==> src/rtl/riscv_mem_arb_if.sv <==
// Signal bundle between the fetch requester, the data requester, the shared
// memory bus and the arbiter. The arbiter uses the slave view; the master
// view drives the requests and the bus responses.
interface riscv_mem_arb_if #(
  parameter int XLEN = 32
);
  // fetch requester
  logic            imem_req;
  logic [XLEN-1:0] imem_adr;
  logic [XLEN-1:0] imem_q;
  logic            imem_ack;
  logic            imem_err;

  // data requester
  logic            dmem_req;
  logic [XLEN-1:0] dmem_adr;
  logic [XLEN-1:0] dmem_d;
  logic            dmem_we;
  logic [2:0]      dmem_size;
  logic [XLEN-1:0] dmem_q;
  logic            dmem_ack;
  logic            dmem_err;

  // shared memory bus
  logic            bus_req;
  logic [XLEN-1:0] bus_adr;
  logic [XLEN-1:0] bus_d;
  logic            bus_we;
  logic [2:0]      bus_size;
  logic            bus_ack;
  logic            bus_err;
  logic [XLEN-1:0] bus_q;

  modport slave (
    input  imem_req, imem_adr,
    output imem_q, imem_ack, imem_err,
    input  dmem_req, dmem_adr, dmem_d, dmem_we, dmem_size,
    output dmem_q, dmem_ack, dmem_err,
    output bus_req, bus_adr, bus_d, bus_we, bus_size,
    input  bus_ack, bus_err, bus_q
  );

  modport master (
    output imem_req, imem_adr,
    input  imem_q, imem_ack, imem_err,
    output dmem_req, dmem_adr, dmem_d, dmem_we, dmem_size,
    input  dmem_q, dmem_ack, dmem_err,
    input  bus_req, bus_adr, bus_d, bus_we, bus_size,
    output bus_ack, bus_err, bus_q
  );
endinterface

==> src/rtl/riscv_mem_arb.sv <==
// Two-requester memory bus arbiter: instruction fetch and data access share one
// bus. Data normally wins a tie; fetch wins after STARVE_LIM consecutive lost
// ties. A watchdog turns a bus that never answers into an error to the owner.
module riscv_mem_arb #(
  parameter int XLEN       = 32,
  parameter int STARVE_LIM = 4,
  parameter int TIMEOUT    = 255
) (
  input  logic           clk,
  input  logic           rst,
  riscv_mem_arb_if.slave io,
  output logic           arb_owner
);

  typedef enum logic [1:0] {
    IDLE  = 2'd0,
    IBUSY = 2'd1,
    DBUSY = 2'd2
  } state_t;

  // Transfer-size encoding for a full 32-bit word.
  localparam logic [2:0]      SIZE_WORD  = 3'b010;
  localparam logic [3:0]      STARVE_MAX = 4'd15;
  localparam logic [3:0]      STARVE_THR = 4'(STARVE_LIM);
  // The watchdog holds (busy cycles - 1), so the final allowed cycle sees TIMEOUT-1.
  localparam logic [9:0]      WDOG_LAST  = 10'(TIMEOUT - 1);
  localparam logic [XLEN-1:0] ZERO_WORD  = '0;

  state_t     state_reg;
  logic [3:0] starve_cnt_reg;
  logic [9:0] wdog_reg;

  logic busy;
  logic timeout_hit;
  logic owner_ack;
  logic owner_err;
  logic done;

  // Completion decode: err beats ack, and the watchdog only fires when the bus is silent.
  always_comb begin
    busy        = (state_reg != IDLE);
    timeout_hit = busy && (wdog_reg == WDOG_LAST) && !io.bus_ack && !io.bus_err;
    owner_err   = busy && (io.bus_err || timeout_hit);
    owner_ack   = busy && io.bus_ack && !io.bus_err;
    done        = owner_ack || owner_err;
  end

  // Arbitration FSM with the starvation counter and the bus watchdog.
  always_ff @(posedge clk) begin
    if (rst) begin
      state_reg      <= IDLE;
      starve_cnt_reg <= 4'd0;
      wdog_reg       <= 10'd0;
    end else begin
      case (state_reg)
        IDLE: begin
          wdog_reg <= 10'd0;
          if (io.dmem_req && (!io.imem_req || (starve_cnt_reg < STARVE_THR))) begin
            state_reg <= DBUSY;
            if (io.imem_req && (starve_cnt_reg != STARVE_MAX)) begin
              starve_cnt_reg <= starve_cnt_reg + 4'd1;
            end
          end else if (io.imem_req) begin
            state_reg      <= IBUSY;
            starve_cnt_reg <= 4'd0;
          end
          if (!io.imem_req) begin
            starve_cnt_reg <= 4'd0;
          end
        end
        IBUSY, DBUSY: begin
          if (done) begin
            state_reg <= IDLE;
            wdog_reg  <= 10'd0;
          end else begin
            wdog_reg <= wdog_reg + 10'd1;
          end
        end
        default: begin
          state_reg <= IDLE;
          wdog_reg  <= 10'd0;
        end
      endcase
    end
  end

  // Bus request and owner come straight from the state register.
  assign io.bus_req = busy;
  assign arb_owner  = (state_reg == DBUSY);

  // Forward the owner's request fields onto the bus; the idle bus is driven to zero.
  always_comb begin
    io.bus_adr  = ZERO_WORD;
    io.bus_d    = ZERO_WORD;
    io.bus_we   = 1'b0;
    io.bus_size = 3'b000;
    case (state_reg)
      IBUSY: begin
        io.bus_adr  = io.imem_adr;
        io.bus_size = SIZE_WORD;
      end
      DBUSY: begin
        io.bus_adr  = io.dmem_adr;
        io.bus_d    = io.dmem_d;
        io.bus_we   = io.dmem_we;
        io.bus_size = io.dmem_size;
      end
      default: ;
    endcase
  end

  // Route completion to the owner only; read data is shared and qualified by ack.
  assign io.imem_ack = (state_reg == IBUSY) && owner_ack;
  assign io.imem_err = (state_reg == IBUSY) && owner_err;
  assign io.dmem_ack = (state_reg == DBUSY) && owner_ack;
  assign io.dmem_err = (state_reg == DBUSY) && owner_err;
  assign io.imem_q   = io.bus_q;
  assign io.dmem_q   = io.bus_q;

endmodule

==> src/flat_wrapper.sv <==
// flat-port wrapper written by rule: the top's interface ports become plain ports
module riscv_mem_arb_flat 
#(
  parameter int XLEN       = 32,
  parameter int STARVE_LIM = 4,
  parameter int TIMEOUT    = 255
)
  (clk, rst, arb_owner, io_imem_req, io_imem_adr, io_imem_q, io_imem_ack, io_imem_err, io_dmem_req, io_dmem_adr, io_dmem_d, io_dmem_we, io_dmem_size, io_dmem_q, io_dmem_ack, io_dmem_err, io_bus_req, io_bus_adr, io_bus_d, io_bus_we, io_bus_size, io_bus_ack, io_bus_err, io_bus_q);
  riscv_mem_arb_if #(.XLEN(XLEN)) io_i ();
  input  logic clk;
  input  logic rst;
  output logic arb_owner;
  input wire logic [$bits(io_i.imem_req)-1:0] io_imem_req;
  input wire logic [$bits(io_i.imem_adr)-1:0] io_imem_adr;
  output wire logic [$bits(io_i.imem_q)-1:0] io_imem_q;
  output wire logic [$bits(io_i.imem_ack)-1:0] io_imem_ack;
  output wire logic [$bits(io_i.imem_err)-1:0] io_imem_err;
  input wire logic [$bits(io_i.dmem_req)-1:0] io_dmem_req;
  input wire logic [$bits(io_i.dmem_adr)-1:0] io_dmem_adr;
  input wire logic [$bits(io_i.dmem_d)-1:0] io_dmem_d;
  input wire logic [$bits(io_i.dmem_we)-1:0] io_dmem_we;
  input wire logic [$bits(io_i.dmem_size)-1:0] io_dmem_size;
  output wire logic [$bits(io_i.dmem_q)-1:0] io_dmem_q;
  output wire logic [$bits(io_i.dmem_ack)-1:0] io_dmem_ack;
  output wire logic [$bits(io_i.dmem_err)-1:0] io_dmem_err;
  output wire logic [$bits(io_i.bus_req)-1:0] io_bus_req;
  output wire logic [$bits(io_i.bus_adr)-1:0] io_bus_adr;
  output wire logic [$bits(io_i.bus_d)-1:0] io_bus_d;
  output wire logic [$bits(io_i.bus_we)-1:0] io_bus_we;
  output wire logic [$bits(io_i.bus_size)-1:0] io_bus_size;
  input wire logic [$bits(io_i.bus_ack)-1:0] io_bus_ack;
  input wire logic [$bits(io_i.bus_err)-1:0] io_bus_err;
  input wire logic [$bits(io_i.bus_q)-1:0] io_bus_q;
  assign io_i.imem_req = io_imem_req;
  assign io_i.imem_adr = io_imem_adr;
  assign io_imem_q = io_i.imem_q;
  assign io_imem_ack = io_i.imem_ack;
  assign io_imem_err = io_i.imem_err;
  assign io_i.dmem_req = io_dmem_req;
  assign io_i.dmem_adr = io_dmem_adr;
  assign io_i.dmem_d = io_dmem_d;
  assign io_i.dmem_we = io_dmem_we;
  assign io_i.dmem_size = io_dmem_size;
  assign io_dmem_q = io_i.dmem_q;
  assign io_dmem_ack = io_i.dmem_ack;
  assign io_dmem_err = io_i.dmem_err;
  assign io_bus_req = io_i.bus_req;
  assign io_bus_adr = io_i.bus_adr;
  assign io_bus_d = io_i.bus_d;
  assign io_bus_we = io_i.bus_we;
  assign io_bus_size = io_i.bus_size;
  assign io_i.bus_ack = io_bus_ack;
  assign io_i.bus_err = io_bus_err;
  assign io_i.bus_q = io_bus_q;
  riscv_mem_arb #(.XLEN(XLEN), .STARVE_LIM(STARVE_LIM), .TIMEOUT(TIMEOUT)) u_core (.clk(clk), .rst(rst), .io(io_i), .arb_owner(arb_owner));
endmodule
==> config.mk <==
export PLATFORM = sky130hd
export DESIGN_NAME = riscv_mem_arb_flat
export DESIGN_NICKNAME = d
export VERILOG_FILES = /design/src/rtl/riscv_mem_arb_if.sv /design/src/rtl/riscv_mem_arb.sv /design/src/flat_wrapper.sv
export SDC_FILE = /design/constraint.sdc
export NUM_CORES = 1
export LEC_CHECK = 0
export CORE_AREA = 2 2 107 109
export CTS_CLUSTER_SIZE = 28
export DETAILED_ROUTE_END_ITERATION = 10
export DIE_AREA = 0 0 109 111
export PLACE_DENSITY_LB_ADDON = 0.3
export SETUP_SLACK_MARGIN = 0.15
export SYNTH_ARGS = -nofsm -noshare
export SYNTH_HDL_FRONTEND = slang
export SYNTH_SLANG_ARGS = --single-unit
export TNS_END_PERCENT = 1
==> constraint.sdc <==
create_clock -name clk -period 2.1 [get_ports clk]
set_clock_uncertainty 0.2 [all_clocks]
set_input_delay 0.42 -clock clk [delete_from_list [all_inputs] [get_ports clk]]
set_output_delay 0.42 -clock clk [all_outputs]
set_load 0.05 [all_outputs]
==> results of run 1 <==
==> Yosys cell counts <==
library cell	n
nand3_1	5
buf_2	1
ha_1	6
nor3b_1	1
nand2_1	2
clkbuf_1	15
nor4b_1	2
buf_4	64
and3_1	2
nand3b_1	1
xor2_1	6
o31a_1	1
a311oi_2	1
a311oi_1	1
a41oi_1	1
a21oi_1	2
o21ai_0	2
and4bb_4	1
nor2_1	15
and2_1	37
nor2b_1	35
inv_1	5
buf_1	2
o21ai_1	1
dfxtp_1	16
nand4_1	2
nor3_1	1
a22oi_1	35
xnor2_1	2
and4_1	1
mux2i_1	1
==> how the worst max path moves through the flow <==
| stage | to | slack, ns | cells past startpoint |
|---|---|---|---|
| after CTS | io_imem_err | -0.06 | 7 |
| after global placement | io_imem_err | -0.15 | 6 |
| final | io_imem_err | -0.04 | 7 |
| after detailed placement | io_dmem_err | -0.17 | 6 |
| after floorplan | io_dmem_ack | 0.0005 | 5 |
| after global routing | io_imem_err | -0.11 | 7 |
==> metal layers <==
| layer | up-vias | part of all wire [%] | global-route usage, % |
|---|---|---|---|
| met2 | 115 | 53 | 24.4 |
| met4 | 0 | 0.63 | 1.79 |
| met5 | - | 0 | 0 |
| met1 | 1018 | 35 | 15.0 |
| li1 | 1085 | - | - |
| met3 | 6 | 11 | 4.59 |
==> repair_timing <==
item,in CTS,in global routing
setup buffers,4,0
resized for setup,68,19
setup endpoints to repair,72,83
pin swaps,9,3
cloned,2,0
==> cell families after synthesis <==
family	after synthesis
buffers and inverters	87
and+or+nand+nor	105
xor gates and xnor gates	8
adders and majority gates	6
AOI/OAI and AO/OA	44
muxes	1
DFF	16
==> critical path: cells and delay by family, from the launching register on <==
kind	cells	cell delay, ns
and+or+nand+nor	3	0.53
DFF	1	0.32
buffers and inverters	2	0.19
adders and majority gates	1	0.12
AOI/OAI and AO/OA	1	0.12
==> layout make-up <==
class / instances / area, sq um
Fill cell: 1005 / 5930
Antenna cell: 1 / 2.50
Inverter: 5 / 23.8
Timing Repair Buffer: 205 / 2850
Clock buffer: 4 / 88.8
Multi-Input combinational cell: 164 / 1670
Sequential cell: 16 / 333
Tap cell: 143 / 179
==> where the power goes <==
part	internal, mW	switching (mW)	leakage (nW)	total (mW)
logic	3.29	3.01	1.67	6.31
registers	0.355	0.0490	0.132	0.404
clock network	0.289	0.109	0.0442	0.398
total	3.94	3.17	1.84	7.11
==> summary.txt, run 1 <==
Global route
  – Largest net degree at the start of global routing: 20
  – Vias in the first global route: ~2,300
  – Global route total overflow: 0
  – Initial antenna violation count: 1
  – First-pass GRT wire length: roughly 13,000 um
  – GRT Resource Usage Total: a little over an eighth

Placed design
  – Final Wtd Congestion: 0.746
  – Cell count after placement: around 530
  – Detailed Place HPWL: 6750 um
  – Placement Cell Area: roughly 0.0046 sq mm
  – Pre-CTS WS: -0.167 ns
  – IO buf count: 179

Critical path
  – Reg2Reg Depth: 7
  – Crit-path slowest cell: dfxtp_2
  – Worst Setup SP: u_core.wdog_reg[0]
  – R2R setup slack: 0.20 ns
  – Setup crit start kind: flip-flop
  – Worst r2r src: u_core.wdog_reg[0]
  – Crit path cell chain: inv_2 -> ha_4 -> and4bb_4 -> a41oi_2 -> nor2_2 -> and2_4 -> buf_12
  – Crit. End Element: output port
  – Largest stage delay, worst path: between 0.3 and 0.4 ns
  – FF-to-FF End: u_core.state_reg[0]
  – Worst Path Arrival: roughly 1.5 ns
  – Worst EP required: 1.48 ns
  – Setup CP Type: reg -> out
  – Crit path max fanout: 2

Logic synthesis
  – Ys Warns: 0
  – Largest area contributor in the netlist: buf_4
  – Post-synthesis mux area share: less than 1%
  – Unique masters post-synth: 31
  – Synth top area cells: buf_4, dfxtp_1, a22oi_1
  – Synthesized flop and latch total: 16
  – Post-Syn Area: 0.00200 sq mm
  – Area share of fa/ha/maj cells after synthesis: 3.75%
  – Register area share after synthesis: 16.0%
  – Syn_area_per_cell: between 7 and 8 sq um
  – Largest family of logic cells by synthesized area: simple AND/OR/NAND/NOR gates
  – Post-synth top area share: 24.0%
  – Synth Area in Simple Gates: roughly a third
  – Synthesized instance count: ~270
  – Post-synthesis xor/xnor area fraction: under 10%
  – Synth Area in Compound Gates: between 15 and 20%
  – Post-synth net total: 411

Die
  – Num rows: 39
  – Starting Density: a little under a fifth
  – Die height: around 110 um
  – Die Wd: approximately 110 um
  – I/O Pins: approximately 280
  – Core area: roughly 0.011 sq mm
  – DIE AREA: about 0.012 sq mm

Clocking
  – TritonCTS clock tree: built
  – Clk_lat worst skew: about 0.24 ns
  – Clock sink total: 16
  – Num CTS Buffers: 3
  – CTS max path bufs: 2
  – Clock Pin Slew Worst Setup and Hold Paths: about 0.05 ns
  – Root buf cell: clkbuf_16
  – H-Tree Level Count: 1
  – Number of hold buffers added after cts: 0

Final layout
  – Most frequent cells in the layout: clkdlybuf4s50_1, buf_12, nor2b_4
  – Nets: 539
  – Post-route cell area: around 0.0051 sq mm
  – Share of cells above drive strength 1: a little over half
  – Area growth, synth to finish: 157%
  – Max reg flops: 10
  – Final core occ: a little under half
  – Commonest non-fill, non-tap cell in the layout: clkdlybuf4s50_1
  – Non-Filler Instances: approximately 540

STA
  – RSZ-0062 raised after global routing: yes
  – Final Max Slew Viols: 0
  – Final WS setup: -0.0361 ns
  – Setup_tns: -0.236 ns
  – Worst Hold Slack: 0.289 ns
  – Min Tclk post-route: approximately 2.1 ns
  – Setup violators final: 13
  – Final period utilization: 102%
  – Final Hold Viols: 0
  – Achievable frequency: approximately 470 MHz
  – Worst slew pin tran: 0.373 ns
  – Max transition margin: around 75%

Worst hold path
  – Hold depth: 1
  – Hold WC Path Type: reg -> reg
  – Hold path start: u_core.starve_cnt_reg[3]
  – Hold Crit Endpoint: u_core.starve_cnt_reg[3]

Outcome
  – Failing checks: negative setup slack
  – Outcome: complete, but fails checks

Drt
  – Total Wirelength: about 8500 um
  – Wirelength per Cell: 15.7 um
  – Drt first pass iters: 4
  – Remaining antenna violation count: 0
  – Routed vias/inst: a little over 4
  – DRC viols: 0
  – Via count: 2,224
  – DRT iter0 DRCs: 72

Power and ir drop
  – PwrDens: roughly 1400 mW/mm^2
  – Leakage: 1.84 nW
  – Peak supply drop: roughly 0.00075 V
  – Total Power: between 7 and 8 mW

Run
  – Max cap viols: 0
(Power assumes the default switching activity.)
==> run 2, diff against run 1 <==
- GPL_ROUTABILITY_DRIVEN: unset -> 1
==> results of run 2 <==
The final DEF is identical to that of run 1; final timing and power are the same.
==> run 3, diff against run 2 <==
- CELL_PAD_IN_SITES_DETAIL_PLACEMENT: unset -> 0
- CELL_PAD_IN_SITES_GLOBAL_PLACEMENT: unset -> 1
- CORE_AREA: 2 2 107 109 -> unset
- CORE_UTILIZATION: unset -> 13
- DIE_AREA: 0 0 109 111 -> unset
- clock period: 2.1 -> 1.84 ns (I/O delays scaled with it)
==> summary.txt, run 3 (synthesis gave the netlist of run 1 again) <==
Outcome
  – Outcome: complete, but fails checks (unchanged)
  – Failing checks: negative setup slack (unchanged)

Final layout
  – Footprint of the multi-input gates: 0.00163 sq mm (was 0.00167 sq mm)
  – Max reg flops: 10 (unchanged)
  – Nets: 547 (was 539)
  – Layout fillers: 1,451 (was 1,005)
  – Antenna cells: 0 (was 1)
  – Final core occ: 35.1% (was 46.5%)
  – Share of cells above drive strength 1: 54.1% (was 53.6%)
  – Area growth, synth to finish: 159% (was 157%)
  – Commonest non-fill, non-tap cell in the layout: clkdlybuf4s50_1 (unchanged)
  – FF+latch area: 329 sq um (was 333 sq um)
  – Post-route cell area: 0.00518 sq mm (was 0.00515 sq mm)
  – Non-Filler Instances: 585 (was 538)
  – Most frequent cells in the layout: clkdlybuf4s50_1, buf_12, and2_4 (was clkdlybuf4s50_1, buf_12, nor2b_4)

Clocking
  – Number of hold buffers added after cts: 0 (unchanged)
  – CTS max path bufs: 2 (unchanged)
  – Clock sink total: 16 (unchanged)
  – H-Tree Level Count: 1 (unchanged)
  – Num CTS Buffers: 3 (unchanged)
  – Clock Pin Slew Worst Setup and Hold Paths: 0.05 ns (about the same)
  – TritonCTS clock tree: built (unchanged)
  – Root buf cell: clkbuf_16 (unchanged)
  – Clk_lat worst skew: 0.25 ns (was 0.24 ns)

Worst hold path
  – Hold depth: 1 (unchanged)
  – Hold path start: u_core.starve_cnt_reg[3] (unchanged)
  – Hold WC Path Type: reg -> reg (unchanged)
  – Hold Crit Endpoint: u_core.starve_cnt_reg[3] (unchanged)

Placed design
  – Placement Cell Area: 0.00480 sq mm (was 0.00464 sq mm)
  – Cell count after placement: 580 (was 527)
  – IO buf count: 179 (unchanged)
  – Pre-CTS WS: -0.337 ns (was -0.167 ns)
  – Final Wtd Congestion: 0.754 (was 0.746)
  – Detailed Place HPWL: 7030 um (was 6750 um)

Die
  – Starting Density: 13.6% (was 18.1%)
  – Die height: 126 um (was 111 um)
  – DIE AREA: 0.0159 sq mm (was 0.0121 sq mm)
  – Core area: 0.0148 sq mm (was 0.0111 sq mm)
  – I/O Pins: 276 (unchanged)
  – Die Wd: 126 um (was 109 um)
  – Num rows: 44 (was 39)

Global route
  – GR Util met1: 11.4% (was 15.0%)
  – Initial antenna violation count: 0 (was 1)
  – Largest net degree at the start of global routing: 25 (was 20)
  – Global route total overflow: 0 (unchanged)
  – Vias in the first global route: 2,417 (was 2,259)
  – GR peak layer: met2 (unchanged)
  – GRT Resource Usage Total: 11.0% (was 13.3%)
  – Met3 Use GR: 2.89% (was 4.59%)
  – Grt met2 use: 22.0% (was 24.4%)
  – First-pass GRT wire length: 13,700 um (was 12,700 um)

Critical path
  – Worst Path Arrival: 1.56 ns (was 1.52 ns)
  – Setup crit start kind: flip-flop (unchanged)
  – Setup CP Type: reg -> out (unchanged)
  – R2R setup slack: -0.07 ns (was 0.20 ns)
  – Crit path max fanout: 2 (unchanged)
  – Worst EP required: 1.27 ns (was 1.48 ns)
  – Reg2Reg Depth: 7 (unchanged)
  – Worst r2r src: u_core.wdog_reg[0] (unchanged)
  – Crit. End Element: output port (unchanged)
  – FF-to-FF End: u_core.state_reg[0] (unchanged)

STA
  – Worst Hold Slack: 0.298 ns (was 0.289 ns)
  – Setup violators final: 84 (was 13)
  – Setup_tns: -15.25 ns (was -0.236 ns)
  – Final period utilization: 116%
  – Min Tclk post-route: about 2.1 ns
  – Worst slew pin tran: 0.315 ns (was 0.373 ns)
  – Achievable frequency: roughly 470 MHz
  – Max transition margin: 78.9% (was 74.9%)
  – RSZ-0062 raised after global routing: yes (unchanged)
  – Final Hold Viols: 0 (unchanged)
  – Final WS setup: -0.287 ns (was -0.0361 ns)
  – Final Max Slew Viols: 0 (unchanged)

Drt
  – DRT iter0 DRCs: 57 (was 72)
  – Total Wirelength: 8730 um (was 8470 um)
  – Routed vias/inst: 3.91 (was 4.13)
  – Remaining antenna violation count: 0 (unchanged)
  – Drt first pass iters: 4 (unchanged)
  – DRC viols: 0 (unchanged)
  – Via count: 2,287 (was 2,224)
  – Wirelength per Cell: 14.9 um (was 15.7 um)

Power and ir drop
  – Gate power share: 89.1% (was 88.7%)
  – Leakage: 1.89 nW (was 1.84 nW)
  – Internal power: 4.46 mW (was 3.94 mW)
  – Peak supply drop: 0.000523 V (was 0.000753 V)
  – Switching Power: 3.61 mW (was 3.17 mW)
  – Total Power: 8.08 mW (was 7.11 mW)
  – PwrDens: 1560 mW/mm^2 (was 1380 mW/mm^2)
  – Sw Ratio: 44.7% (was 44.6%)
  – Seq pwr share: 5.7% (about the same)
  – Clock power frac: 5.2% (was 5.6%)

Run
  – Max cap viols: 0 (unchanged)
run 3: changes by cell type in the layout (fill, tap and decap cells not counted), moves of 2 or more:
cell     before  now
inv_2         2    0
and2_1       15    0
a22oi_1       3   16
buf_6         3    1
a22oi_2      32   19
and2_4       22   37
buf_4        15   25
run 3: how the worst max path moves through the flow:
stage                     cells past startpoint          end                start
after global placement                        5  io_dmem_ack           io_bus_ack
after CTS                                     7  io_imem_err   u_core.wdog_reg[0]
after global routing                          7  io_imem_err   u_core.wdog_reg[0]
after floorplan                               5  io_dmem_ack  u_core.state_reg[0]
after detailed placement                      6  io_imem_err           io_bus_ack
final                                         7  io_imem_err   u_core.wdog_reg[0]
run 3: routing by layer:
layer	vias up	wire length (um)
li1	1100	-
met1	1062	2940
met2	115	5080
met3	10	654
met4	0	57
met5	-	0
run 3: area by class of cell:
type / instances / share of cell area (%)
Clock buffer: 3 / 1.45
Inverter: 5 / 0.555
Multi-Input combinational cell: 164 / 31.4
Sequential cell: 16 / 6.35
Tap cell: 184 / 4.44
Timing Repair Buffer: 213 / 55.8
run 3: critical path, cell delays in order, from the launching register on:
cell      delay (ns)
dfxtp_2         0.31
inv_1           0.05
ha_1            0.14
and4bb_4        0.24
a41oi_2         0.13
nor2_2          0.15
and2_4          0.17
buf_12          0.13
run 3: power by group through the flow:
stage / sequential (mW) / clock (mW) / combinational, mW
6_report: 0.459 / 0.418 / 7.20
5_1_grt: 0.468 / 0.452 / 7.56
4_1_cts: 0.456 / 0.437 / 7.22
3_5_place_dp: 0.438 / 0 / 6.54
3_3_place_gp: 0.435 / 0 / 6.47
2_1_floorplan: 0.433 / 0 / 3.92
run 3: repair_timing:
action	4_1_cts	5_1_grt
buffers inserted	1	0
cloned	1	0
pin swaps	7	8
gates resized for setup	68	14
endpoints found under the setup margin	89	89
